<file path="config.mk">
export PLATFORM = sky130hd
export DESIGN_NAME = alu_seq_ctrl_flat
export DESIGN_NICKNAME = d
export VERILOG_FILES = /design/src/rtl/alu_seq_ctrl_if.sv /design/src/rtl/alu_seq_ctrl.sv /design/src/flat_wrapper.sv
export SDC_FILE = /design/constraint.sdc
export NUM_CORES = 1
export LEC_CHECK = 0
export CORE_MARGIN = 4
export CORE_UTILIZATION = 45
export CTS_CLUSTER_DIAMETER = 30
export CTS_CLUSTER_SIZE = 40
export DETAILED_ROUTE_END_ITERATION = 10
export PLACE_DENSITY = 0.75
export SKIP_CTS_REPAIR_TIMING = 1
export SYNTH_ARGS = -nofsm -noshare
export SYNTH_HDL_FRONTEND = slang
export SYNTH_SLANG_ARGS = --single-unit
</file>
<file path="constraint.sdc">
create_clock -name clk -period 6.12 [get_ports clk]
set_input_delay 1.224 -clock clk [delete_from_list [all_inputs] [get_ports clk]]
set_output_delay 1.224 -clock clk [all_outputs]
set_load 0.02 [all_outputs]
</file>
<file path="src/rtl/alu_seq_ctrl_if.sv">
// Front-panel bundle for alu_seq_ctrl.
// Carries the switch bus, the button levels, the chain select and everything
// the LEDs and the seven-segment driver need to see.
//   master : the panel side; drives data_in/enter/undo/chain, reads outputs
//   slave  : the controller; reads the panel, drives display/state/flags/valid
interface alu_seq_ctrl_if #(
    parameter int N = 16
) ();
    logic [N-1:0] data_in;
    logic         enter;
    logic         undo;
    logic         chain;
    logic [N-1:0] display;
    logic [1:0]   state_out;
    logic [4:0]   flags;
    logic         result_valid;

    modport master (
        output data_in, enter, undo, chain,
        input  display, state_out, flags, result_valid
    );

    modport slave (
        input  data_in, enter, undo, chain,
        output display, state_out, flags, result_valid
    );
endinterface

</file>
<file path="src/rtl/alu_seq_ctrl.sv">
// Sequential ALU front-end: operand A, operand B and opcode are entered one
// after another from a single switch bus, stepped by enter/undo buttons.
// The result and its flags {N,Z,C,V,P} are registered and shown on the display.
//   clk   : system clock
//   reset : asynchronous active-low reset
//   bus   : panel interface (slave side), see alu_seq_ctrl_if
//
// state   | meaning
// WAIT_A  | display follows switches; enter loads operand A
// WAIT_B  | display follows switches; enter loads B, undo back to WAIT_A
// WAIT_OP | display shows switch bits [2:0]; enter loads opcode
// SHOW    | result captured one cycle after entry and held on the display
module alu_seq_ctrl #(
    parameter int N = 16
) (
    input  logic          clk,
    input  logic          reset,
    alu_seq_ctrl_if.slave bus
);
    localparam int SW = (N > 1) ? $clog2(N) : 1;

    typedef enum logic [1:0] {
        WAIT_A  = 2'b00,
        WAIT_B  = 2'b01,
        WAIT_OP = 2'b10,
        SHOW    = 2'b11
    } state_t;

    state_t       state_q, state_d;
    logic         enter_q, undo_q;
    logic         enter_p, undo_p;
    logic [N-1:0] a_q, a_d, b_q, b_d, res_q, res_d;
    logic [2:0]   op_q, op_d;
    logic [4:0]   flags_q, flags_d;
    logic         cap_q, cap_d;
    logic         valid_q, valid_d;

    logic [N-1:0] alu_res;
    logic         alu_c, alu_v;
    logic [N:0]   sum, diff;
    logic [SW-1:0] shamt;

    assign enter_p = bus.enter & ~enter_q;
    assign undo_p  = bus.undo  & ~undo_q;

    always_comb begin
        sum     = {1'b0, a_q} + {1'b0, b_q};
        diff    = {1'b0, a_q} - {1'b0, b_q};
        shamt   = b_q[SW-1:0];
        alu_res = '0;
        alu_c   = 1'b0;
        alu_v   = 1'b0;
        case (op_q)
            3'b000: begin
                alu_res = sum[N-1:0];
                alu_c   = sum[N];
                alu_v   = (a_q[N-1] == b_q[N-1]) && (sum[N-1] != a_q[N-1]);
            end
            3'b001: begin
                alu_res = diff[N-1:0];
                // diff[N] is the borrow, so carry means A >= B
                alu_c   = ~diff[N];
                alu_v   = (a_q[N-1] != b_q[N-1]) && (diff[N-1] != a_q[N-1]);
            end
            3'b010:  alu_res = a_q | b_q;
            3'b011:  alu_res = a_q & b_q;
            3'b100:  alu_res = a_q ^ b_q;
            3'b101:  alu_res = a_q << shamt;
            3'b110:  alu_res = a_q >> shamt;
            default: alu_res = a_q;
        endcase
    end

    always_comb begin
        state_d = state_q;
        a_d     = a_q;
        b_d     = b_q;
        op_d    = op_q;
        res_d   = res_q;
        flags_d = flags_q;
        cap_d   = 1'b0;
        case (state_q)
            WAIT_A: begin
                if (enter_p) begin
                    a_d     = bus.data_in;
                    state_d = WAIT_B;
                end
            end
            WAIT_B: begin
                if (undo_p) begin
                    state_d = WAIT_A;
                end else if (enter_p) begin
                    b_d     = bus.data_in;
                    state_d = WAIT_OP;
                end
            end
            WAIT_OP: begin
                if (undo_p) begin
                    state_d = WAIT_B;
                end else if (enter_p) begin
                    op_d    = bus.data_in[2:0];
                    state_d = SHOW;
                    cap_d   = 1'b1;
                end
            end
            default: begin
                // ALU sees the new opcode only after reg_op has loaded
                if (cap_q) begin
                    res_d   = alu_res;
                    flags_d = {alu_res[N-1], (alu_res == '0), alu_c, alu_v, ^alu_res};
                end
                if (undo_p) begin
                    state_d = WAIT_OP;
                end else if (enter_p) begin
                    if (bus.chain) begin
                        a_d     = res_q;
                        state_d = WAIT_B;
                    end else begin
                        state_d = WAIT_A;
                    end
                end
            end
        endcase
        valid_d = (state_d == SHOW) && (valid_q || cap_q);
    end

    always_ff @(posedge clk or negedge reset) begin
        if (!reset) begin
            state_q <= WAIT_A;
            enter_q <= 1'b0;
            undo_q  <= 1'b0;
            a_q     <= '0;
            b_q     <= '0;
            op_q    <= 3'b000;
            res_q   <= '0;
            flags_q <= 5'b0;
            cap_q   <= 1'b0;
            valid_q <= 1'b0;
        end else begin
            state_q <= state_d;
            enter_q <= bus.enter;
            undo_q  <= bus.undo;
            a_q     <= a_d;
            b_q     <= b_d;
            op_q    <= op_d;
            res_q   <= res_d;
            flags_q <= flags_d;
            cap_q   <= cap_d;
            valid_q <= valid_d;
        end
    end

    always_comb begin
        case (state_q)
            WAIT_OP: bus.display = {{(N-3){1'b0}}, bus.data_in[2:0]};
            SHOW:    bus.display = res_q;
            default: bus.display = bus.data_in;
        endcase
    end

    assign bus.state_out    = state_q;
    assign bus.flags        = flags_q;
    assign bus.result_valid = valid_q;
endmodule
</file>
<file path="src/flat_wrapper.sv">
// flat-port wrapper written by rule: the top's interface ports become plain ports
module alu_seq_ctrl_flat 
#(
    parameter int N = 16
)
  (clk, reset, bus_data_in, bus_enter, bus_undo, bus_chain, bus_display, bus_state_out, bus_flags, bus_result_valid);
  alu_seq_ctrl_if #(.N(N)) bus_i ();
  input  logic clk;
  input  logic reset;
  input wire logic [$bits(bus_i.data_in)-1:0] bus_data_in;
  input wire logic [$bits(bus_i.enter)-1:0] bus_enter;
  input wire logic [$bits(bus_i.undo)-1:0] bus_undo;
  input wire logic [$bits(bus_i.chain)-1:0] bus_chain;
  output wire logic [$bits(bus_i.display)-1:0] bus_display;
  output wire logic [$bits(bus_i.state_out)-1:0] bus_state_out;
  output wire logic [$bits(bus_i.flags)-1:0] bus_flags;
  output wire logic [$bits(bus_i.result_valid)-1:0] bus_result_valid;
  assign bus_i.data_in = bus_data_in;
  assign bus_i.enter = bus_enter;
  assign bus_i.undo = bus_undo;
  assign bus_i.chain = bus_chain;
  assign bus_display = bus_i.display;
  assign bus_state_out = bus_i.state_out;
  assign bus_flags = bus_i.flags;
  assign bus_result_valid = bus_i.result_valid;
  alu_seq_ctrl #(.N(N)) u_core (.clk(clk), .reset(reset), .bus(bus_i));
endmodule
</file>
==> metrics.csv <==
metric,value,unit
CTS Sinks,61,
Starting Density,45.8,%
CTS tree,done,
Area growth syn-to-layout,9.47,%
post-synthesis mux area share,14.7,%
most frequent cells in the layout,"nor2_1, ha_1, dfrtp_1",
Via density,6.47,
Syn Nets,957,
status,completed,
Synth async-reset ratio,100,%
Tcrit/Tclk final,69.9,%
Post-synth EDFFs,0,
min Tclk post-route,4.28,ns
Yosys cell types,82,
Post-Synth XOR/XNOR Area,2.05,%
DRC viols,0,
Worst Setup End Kind,flop,
FILL cells,1541,
Die ar.,18300,um2
DIE WIDTH,135,um
layer with the highest usage,met2,
adder-cell share of the synthesized area,11.7,%
total CTS buffers,9,
synth warn,0,
"Slew Viols, Final",0,
GR met3 Demand/Resource,4.98,%
Synth Register Bits,61,
crit start category,flop,
Final Setup Violations,0,
Post-DRT Antenna Nets,0,
routed vias,6990,
"commonest non-fill, non-tap cell in the layout",nor2_1,
Setup TNS,0,ns
Final Skew,0.00876,ns
Routed wire per std cell,21.9,um
largest net degree at the start of global routing,62,
simple-gate portion of the synthesized area,16.8,%
Synth Cell Area,7280,um2
clock-pin slew on the worst setup and hold paths,0.05,ns
Gate Count Post-Synth,869,
critical path class,flop to flop,
GR Util met1,36.5,%
post-detail-place hpwl,17.7,mm
R2R setup slack,1.84,ns
CP Max Fanout,7,
Compound-Gate Fraction of Synth Area,25.8,%
first-pass GRT wire length,37.4,mm
Slew HR,17.0,%
GP Congestion,1.02,
I/O pin count,45,
Std-Cell Rows,46,
sequential fraction of the synthesis area,21.0,%
largest family of logic cells by synthesized area,compound AO/OA/AOI/OAI gates,
Worst-Margin Slew,1.24,ns
core region area,15900,um2
vias in the first global route,6680,
IO buf count,44,
initial antenna violation count,0,
die outline height,135,um
H-Tree Depth,3,
Skew-Pair Late Insertion Delay,0.33,ns
Global Route Usage Sum,25.8,%
"Top FF cell, synth",dfrtp_1,
CP required,6.28,ns
max_cap viols,0,
Final Hold Viols,0,
CTS Buffer Depth,2,
post-layout net count,949,
RSZ-0062 raised after global routing,false,
Max Fclk,234,MHz
GR Util met2,39.6,%
HP Class,flop to flop,
CP arrival,4.44,ns
root buf cell,clkbuf_16,
mean post-synth cell area,8.37,um2
gr ovfl total,0,
share of cells above drive strength 1,10.1,%
n_diodes,0,
Pre-antenna DRT Iters,6,
initial DRC count,996,
WL final,23.7,mm
synth_stat cells, types with 6 or more instances:
cell	instances	area share, %
nand2b_1	11	0.95
a21oi_1	47	3.2
a211oi_1	12	1.2
nor3_1	17	1.2
mux4_2	14	4.3
and3_1	8	0.69
dfrtp_1	61	21
nand2_1	43	2.2
a221oi_1	6	0.72
or3_1	8	0.69
nand4_1	7	0.60
o31ai_1	9	0.93
o21a_1	7	0.72
xnor2_1	15	1.8
o21ai_1	23	1.6
o211ai_1	20	2.1
clkbuf_1	51	2.6
o21ai_0	38	2.6
o221ai_1	8	0.96
inv_1	46	2.4
buf_2	7	0.48
nor2b_1	12	1.0
nor2_1	90	4.6
a22o_1	20	2.4
mux2i_1	33	4.5
nand3_1	22	1.5
mux2_2	28	4.3
ha_1	65	11
o22ai_1	17	1.5
o21bai_1	6	0.62
a21o_1	6	0.62
a31oi_1	7	0.60
registers in the layout, summed over array words and instances, names as in the netlist:
register and cells:
u_core.undo_q 1, u_core.op_q 3, u_core.bus.result_valid 1, u_core.bus.state_out 2, u_core.b_q 16, u_core.cap_q 1
u_core.res_q 15, u_core.bus.flags 5, u_core.a_q 16, u_core.enter_q 1
routing by layer:
layer	part of all wire [%]	vias to the layer above
li1	-	3220
met5	0	-
met2	45	357
met4	3.0	0
met3	9.6	57
met1	43	3356
layout make-up:
cell class / count / area (um2) / share of cell area, %
Multi-Input combinational cell: 685 / 5170 / 65.0
Sequential cell: 61 / 1530 / 19.2
Timing Repair Buffer: 56 / 526 / 6.60
Tap cell: 216 / 270 / 3.39
Clock buffer: 10 / 239 / 3.00
Inverter: 48 / 180 / 2.26
Clock inverter: 4 / 50.0 / 0.628
cells by family (layout without fill, tap and decap cells):
kind of cell               after synthesis  count (layout)
and+or+nand+nor                        248             248
adders and majority gates               67              67
DFF                                     61              61
xor gates and xnor gates                17              17
AOI/OAI and AO/OA                      272             272
muxes                                   81              81
buffers and inverters                  123             118
path summary, 6_finish.rpt:
kind | startpoint | end | cells after the start
worst max-delay path | u_core.b_q[1] | u_core.bus.flags[0] | 13
worst min-delay path | u_core.res_q[3] | u_core.res_q[3] | 2
worst max register to register | u_core.b_q[1] | u_core.bus.flags[0] | 13
worst min register to register | u_core.res_q[3] | u_core.res_q[3] | 2
max in group asynchronous | reset | u_core.b_q[4] | 2
min in group asynchronous | reset | u_core.enter_q | 2
stage by stage:
stage / setup WS, ns / instances / cell area (um2) / util (%) / hold slack, ns
after floorplan: 2.20 / 869 / 7280 / - / 0.472
after global placement: 1.99 / 1066 / 7680 / 48.3 / 0.488
after detailed placement: 1.92 / 1066 / 7680 / 48.3 / 0.495
after CTS: 1.91 / 1080 / 7970 / 50.1 / 0.515
after global routing: 1.62 / 1080 / 7970 / 50.1 / 0.538
final: 1.84 / 1080 / 7970 / 50.1 / 0.513
critical path, cell delays in order (launching register included):
cell	delay, ns
dfrtp_1	0.37
inv_1	0.35
ha_1	0.35
a211oi_1	0.44
o21a_1	0.31
o211a_1	0.27
mux2_2	0.35
a2111oi_0	0.50
o32ai_1	0.23
ha_1	0.33
xnor2_1	0.20
xnor2_1	0.17
xnor2_1	0.14
o21ai_0	0.09
Power is left out: the tool's default activity adds up to more than one toggle a clock period on the data nets, which glitch-free logic cannot reach.
